===== src/rtl/core_pkg.sv =====
// Shared types and default sizing for the psum drain datapath.
// Pure declarations: no logic, no timing.
package core_pkg;

    typedef enum logic [1:0] {
        IDLE  = 2'd0,
        FETCH = 2'd1,
        WRITE = 2'd2,
        DONE  = 2'd3
    } drain_state_t;

    localparam int COL     = 8;
    localparam int PSUM_BW = 16;

endpackage


===== src/rtl/psum_lane_alu.sv =====
// One psum lane: optional wrap-around accumulate, optional ReLU (PSUM_DRAIN_RELU_EN).
// Purely combinational, no handshake.
module psum_lane_alu #(
    parameter int psum_bw = 16
) (
    input  logic               acc_en,
    input  logic [psum_bw-1:0] cap,
    input  logic [psum_bw-1:0] mem_q,
    output logic [psum_bw-1:0] y
);

    logic [psum_bw-1:0] sum;

    // Plain modulo-2^psum_bw add; overflow wraps by truncation.
    assign sum = acc_en ? (cap + mem_q) : cap;

`ifdef PSUM_DRAIN_RELU_EN
    assign y = sum[psum_bw-1] ? '0 : sum;
`else
    assign y = sum;
`endif

endmodule


===== src/rtl/psum_drain.sv =====
// Drains OFIFO psum vectors into PMEM, optionally read-modify-write accumulating; ReLU via PSUM_DRAIN_RELU_EN.
// Two cycles per vector (FETCH, WRITE); stalls in FETCH while the OFIFO head is not valid.
module psum_drain
    import core_pkg::*;
#(
    parameter int col     = COL,
    parameter int psum_bw = PSUM_BW,
    parameter int addr_bw = 11
) (
    input  logic                   clk,
    input  logic                   reset,
    input  logic                   start,
    input  logic [addr_bw-1:0]     num_rows,
    input  logic [addr_bw-1:0]     base_addr,
    input  logic                   acc_mode,
    input  logic                   ofifo_valid,
    input  logic [col*psum_bw-1:0] ofifo_out,
    output logic                   ofifo_rd,
    output logic                   pmem_cen,
    output logic                   pmem_wen,
    output logic [addr_bw-1:0]     pmem_addr,
    output logic [col*psum_bw-1:0] pmem_d,
    input  logic [col*psum_bw-1:0] pmem_q,
    output logic                   busy,
    output logic                   done
);

    drain_state_t           state_q;
    logic [addr_bw-1:0]     rows_q;
    logic [addr_bw-1:0]     addr_q;
    logic [addr_bw-1:0]     cnt_q;
    logic                   acc_q;
    logic [col*psum_bw-1:0] data_q;
    logic [col*psum_bw-1:0] alu_y;

    logic in_fetch;
    logic in_write;
    logic pop;
    logic rd_issue;

    assign in_fetch = (state_q == FETCH);
    assign in_write = (state_q == WRITE);
    assign pop      = in_fetch && ofifo_valid;
    assign rd_issue = pop && acc_q;

    always_ff @(posedge clk or negedge reset) begin
        if (!reset) begin
            state_q <= IDLE;
            rows_q  <= '0;
            addr_q  <= '0;
            cnt_q   <= '0;
            acc_q   <= 1'b0;
            data_q  <= '0;
        end else begin
            case (state_q)
                IDLE: begin
                    if (start) begin
                        if (num_rows != '0) begin
                            state_q <= FETCH;
                            rows_q  <= num_rows;
                            addr_q  <= base_addr;
                            acc_q   <= acc_mode;
                            cnt_q   <= '0;
                        end else begin
                            state_q <= DONE;
                        end
                    end
                end
                FETCH: begin
                    if (ofifo_valid) begin
                        data_q  <= ofifo_out;
                        state_q <= WRITE;
                    end
                end
                WRITE: begin
                    if (cnt_q == rows_q - addr_bw'(1)) begin
                        state_q <= DONE;
                    end else begin
                        cnt_q   <= cnt_q + addr_bw'(1);
                        addr_q  <= addr_q + addr_bw'(1);
                        state_q <= FETCH;
                    end
                end
                DONE: begin
                    state_q <= IDLE;
                end
                default: begin
                    state_q <= IDLE;
                end
            endcase
        end
    end

    // PMEM strobes decode straight from state so reset idles them immediately.
    assign ofifo_rd  = pop;
    assign pmem_cen  = !(in_write || rd_issue);
    assign pmem_wen  = !in_write;
    assign pmem_addr = (in_write || rd_issue) ? addr_q : '0;
    assign pmem_d    = in_write ? alu_y : '0;
    assign busy      = (state_q != IDLE);
    assign done      = (state_q == DONE);

    for (genvar i = 0; i < col; i++) begin : g_lane
        psum_lane_alu #(
            .psum_bw(psum_bw)
        ) u_lane (
            .acc_en(acc_q),
            .cap   (data_q[psum_bw*i +: psum_bw]),
            .mem_q (pmem_q[psum_bw*i +: psum_bw]),
            .y     (alu_y[psum_bw*i +: psum_bw])
        );
    end

endmodule


===== config.mk =====
export PLATFORM = sky130hd
export DESIGN_NAME = psum_drain
export DESIGN_NICKNAME = d
export VERILOG_FILES = /design/src/rtl/core_pkg.sv /design/src/rtl/psum_lane_alu.sv /design/src/rtl/psum_drain.sv
export SDC_FILE = /design/constraint.sdc
export NUM_CORES = 1
export LEC_CHECK = 0
export CORE_MARGIN = 3
export CORE_UTILIZATION = 50
export CTS_CLUSTER_SIZE = 25
export DETAILED_ROUTE_END_ITERATION = 10
export GPL_ROUTABILITY_DRIVEN = 1
export HOLD_SLACK_MARGIN = 0.02
export PLACE_DENSITY = 0.82
export SYNTH_ARGS = -nofsm -noshare
export SYNTH_HDL_FRONTEND = slang
export SYNTH_HIERARCHICAL = 1
export SYNTH_SLANG_ARGS = --single-unit

===== constraint.sdc =====
create_clock -name clk -period 3.3 [get_ports clk]
set_input_delay 0.33 -clock clk [delete_from_list [all_inputs] [get_ports clk]]
set_output_delay 0.33 -clock clk [all_outputs]
set_load 0.005 [all_outputs]

==> impl_metrics.env <==
export IMPL_start_util=0.512
export IMPL_tightest_slew_ns=1.04
export IMPL_worstSetupPathType="reg -> out"
export IMPL_max_stage_delay_ns=0.41
export IMPL_clk_path_buf_depth=2
export IMPL_sw_frac_of_total=0.448
export IMPL_clock_skew_ns=0.00873
export IMPL_r2r_end="addr_q[0]$_DFFE_PN0P_"
export IMPL_placed_area_mm2=0.0207
export IMPL_drive_above_1_share=0.199
export IMPL_hold_viol=0
export IMPL_clkTransAtPathRegs_ns=0.07
export IMPL_cp_max_fo=3
export IMPL_period_share=1.03
export IMPL_outcome="finished with violations"
export IMPL_drt_wirelength_per_cell_um=20.0
export IMPL_synth_largest_area_cell="dfrtp_1"
export IMPL_p_leak_nw=10.8
export IMPL_vias=17200
export IMPL_use_met3=0.0556
export IMPL_synth_area_mm2=0.0158
export IMPL_cp_endpoint="pmem_d[12]"
export IMPL_hold_class="in -> reg"
export IMPL_dieArea_mm2=0.0337
export IMPL_nNetsFinal=2896
export IMPL_async_flop_share=1.00
export IMPL_min_period_ns=3.41
export IMPL_fin_area_mm2=0.0229
export IMPL_drt_iter0_markers=1285
export IMPL_ys_seq_area_frac=0.260
export IMPL_busiest_layer="met2"
export IMPL_clkPwrFrac=0.098
export IMPL_postSynthAreaPerCell_um2=7.95
export IMPL_grt_pass1_vias=16500
export IMPL_numCtsBuffers=17
export IMPL_critPathArrivalTime_ns=3.08
export IMPL_pwr_share_comb=0.702
export IMPL_power_internal_mw=11.2
export IMPL_peakVddDrop_uv=623
export IMPL_cts_root_buf="clkbuf_16"
export IMPL_synth_top_flop_cell="dfrtp_1"
export IMPL_setup_violations=7
export IMPL_ys_ff_latch=164
export IMPL_clkSinkCount=164
export IMPL_gp_congestion=0.977
export IMPL_syn_nets=2399
export IMPL_yosys_top_cells_count="nand2_1 (521), dfrtp_1 (164), a21oi_1 (133), and2_1 (131), ha_1 (123)"
export IMPL_crit_chain="ha_4 -> fa_2 -> a21o_4 -> a221oi_4 -> buf_6 -> buf_6 -> o211ai_2 -> a31oi_2 -> xnor2_1 -> mux2_4 -> and2_4 -> buf_6"
export IMPL_grt_max_degree=130
export IMPL_worstSetupEndpointType="output pin"
export IMPL_r2r_worst_path_cells=9
export IMPL_worstSkewPairLatency_ns=0.44
export IMPL_ys_types=77
export IMPL_cp_slowest_cell="dfrtp_1"
export IMPL_synth_most_common_cell="nand2_1"
export IMPL_synth_edff_count=0
export IMPL_n_fill_cell=2257
export IMPL_register_area_mm2=0.00412
export IMPL_critPathMostFrequentCell="buf_6"
export IMPL_grt_pass1_wl_um=86300
export IMPL_ys_top_cells_by_area="dfrtp_1 (26%), nand2_1 (12%), ha_1 (9.8%)"
export IMPL_worstPathRequired_ns=2.97
export IMPL_port_buffer_count=426
export IMPL_powerDensity_mw_per_mm2=884
export IMPL_drt_wl_total_um=57800
export IMPL_slew_headroom=0.308
export IMPL_switchingPower_mw=9.06
export IMPL_vias_per_cell=5.92
export IMPL_overflow=0
export IMPL_use_met2=0.547
export IMPL_firstDrtPassIters=6
export IMPL_htreeDepth=4
export IMPL_cp_startpoint="data_q[0]$_DFFE_PN0P_"
export IMPL_synthCells=1985
export IMPL_r2r_start="rows_q[0]$_DFFE_PN0P_"
export IMPL_fmax_mhz=293
export IMPL_finalPower_mw=20.2
export IMPL_area_growth_pct=45.1
export IMPL_die_y_um=184
export IMPL_antenna_found_initial=9
export IMPL_fin_ws_ns=-0.114
export IMPL_dieWidth_um=184
export IMPL_yosysWarnings=6
export IMPL_ant_nets=0
export IMPL_grt_use_total=0.317
export IMPL_failed_checks="negative setup slack"
export IMPL_yosysTopAreaCellShare=0.260
export IMPL_postLayoutCoreUtil=0.742
export IMPL_ios=427
export IMPL_rsz0062_at_grt="true"
export IMPL_cap_violations=0
export IMPL_r2r_slack_ns=0.32
export IMPL_start_kind="flip-flop"
export IMPL_use_met1=0.386
export IMPL_fin_tns_setup_ns=-0.302
export IMPL_core_area_mm2=0.0308
export IMPL_multi_input_area_mm2=0.0120
export IMPL_drv_slew=0
export IMPL_cts_tree="done"
export IMPL_hpwl_um=40400
export IMPL_drt_drc_violations_left=0
export IMPL_rows=64
export IMPL_power_share_sequential=0.200
==> timing repair <==
| item | in CTS | in global routing |
|---|---|---|
| hold endpoints to repair | 60 | 0 |
| endpoints found under the setup margin | 69 | 63 |
| buffers inserted | 43 | 23 |
| hold buffers | 1 | 0 |
| pin swaps | 67 | 90 |
| gates resized for setup | 166 | 143 |
==> state kept, by name, summed over array words and instances (netlist names) <==
register	flops
addr_q	11
acc_q	1
state_q	2
rows_q	11
data_q	128
cnt_q	11
==> critical path: cells and delay by family, from the launching register on <==
kind / cells / cell delay (ns)
simple gates: 1 / 0.14
xor+xnor: 1 / 0.10
flops: 1 / 0.41
mux: 1 / 0.26
buf+inv: 3 / 0.36
fa+ha+maj: 2 / 0.54
compound gates: 4 / 0.84
==> power groups by stage <==
stage	clock network [mW]	logic (mW)	registers, mW
global placement	0	11.7	3.84
CTS	2.00	13.1	3.95
detailed placement	0	12.1	3.90
floorplan	0	8.70	3.58
global route	2.09	15.4	4.18
finish	1.98	14.2	4.06
==> cell usage in the layout (no fill, tap or decap), types with 11 or more instances in the layout <==
master           instances
xnor2_1                 57
o21ai_1                 11
mux2_2                  58
dfrtp_1                154
o21ai_2                 13
dlymetal6s2s_1          29
ha_4                    50
a21oi_1                107
o21ai_0                 35
inv_1                   41
clkdlybuf4s50_1        362
xor2_1                  28
ha_1                    54
nand4_1                 36
a31oi_1                 15
buf_6                   12
mux2i_1                 16
nand2_1                516
o31ai_1                 16
and2_1                 123
ha_2                    19
nand3_1                 55
o21bai_1                13
nor2b_1                 14
clkbuf_16               17
and3_1                  19
buf_4                  144
a21o_1                  55
a21oi_2                 26
dlygate4sd2_1           16
nor3_1                  21
nor2_1                  80
mux2_4                  14
==> layout make-up <==
type,count,share of cell area
Inverter,43,0.00716
Multi-Input combinational cell,1677,0.526
Sequential cell,164,0.180
Antenna cell,7,0.000765
Clock inverter,10,0.00350
Timing Repair Buffer,579,0.239
Clock buffer,22,0.0212
Tap cell,396,0.0217
==> layer usage <==
metal / share of wire / up-vias
met2: 0.50 / 752
met4: 0.048 / 4
li1: - / 7988
met5: 0.00040 / -
met3: 0.063 / 195
met1: 0.39 / 8230
==> cell families (layout without fill, tap and decap cells) <==
group,after synthesis,count (layout),share of synthesized area
xor+xnor,86,86,0.0478
simple gates,945,945,0.282
mux,88,88,0.0635
fa+ha+maj,131,131,0.108
compound gates,427,427,0.195
flops,164,164,0.260
other cells,0,7,0
buf+inv,144,654,0.0436
==> how the worst min path moves through the flow <==
| stage | startpoint | endpoint | slack, ns | depth (start not counted) |
|---|---|---|---|---|
| floorplan | reset | acc_q$_DFFE_PN0P_ | 0.03 | 0 |
| global placement | reset | data_q[91]$_DFFE_PN0P_ | 0.35 | 1 |
| detailed placement | reset | data_q[81]$_DFFE_PN0P_ | 0.36 | 1 |
| CTS | ofifo_out[115] | data_q[115]$_DFFE_PN0P_ | 0.39 | 3 |
| global route | ofifo_out[36] | data_q[36]$_DFFE_PN0P_ | 0.41 | 3 |
| finish | ofifo_out[115] | data_q[115]$_DFFE_PN0P_ | 0.41 | 3 |
==> through the flow <==
| stage | hold WS, ns | setup slack [ns] | std cells |
|---|---|---|---|
| floorplan | 0.0344 | 0.667 | 1985 |
| global placement | 0.352 | -0.357 | 2793 |
| detailed placement | 0.357 | -0.402 | 2793 |
| CTS | 0.394 | -0.0958 | 2868 |
| global route | 0.412 | -0.215 | 2897 |
| finish | 0.406 | -0.114 | 2898 |
No activity file was read; power rests on OpenSTA's default activity.
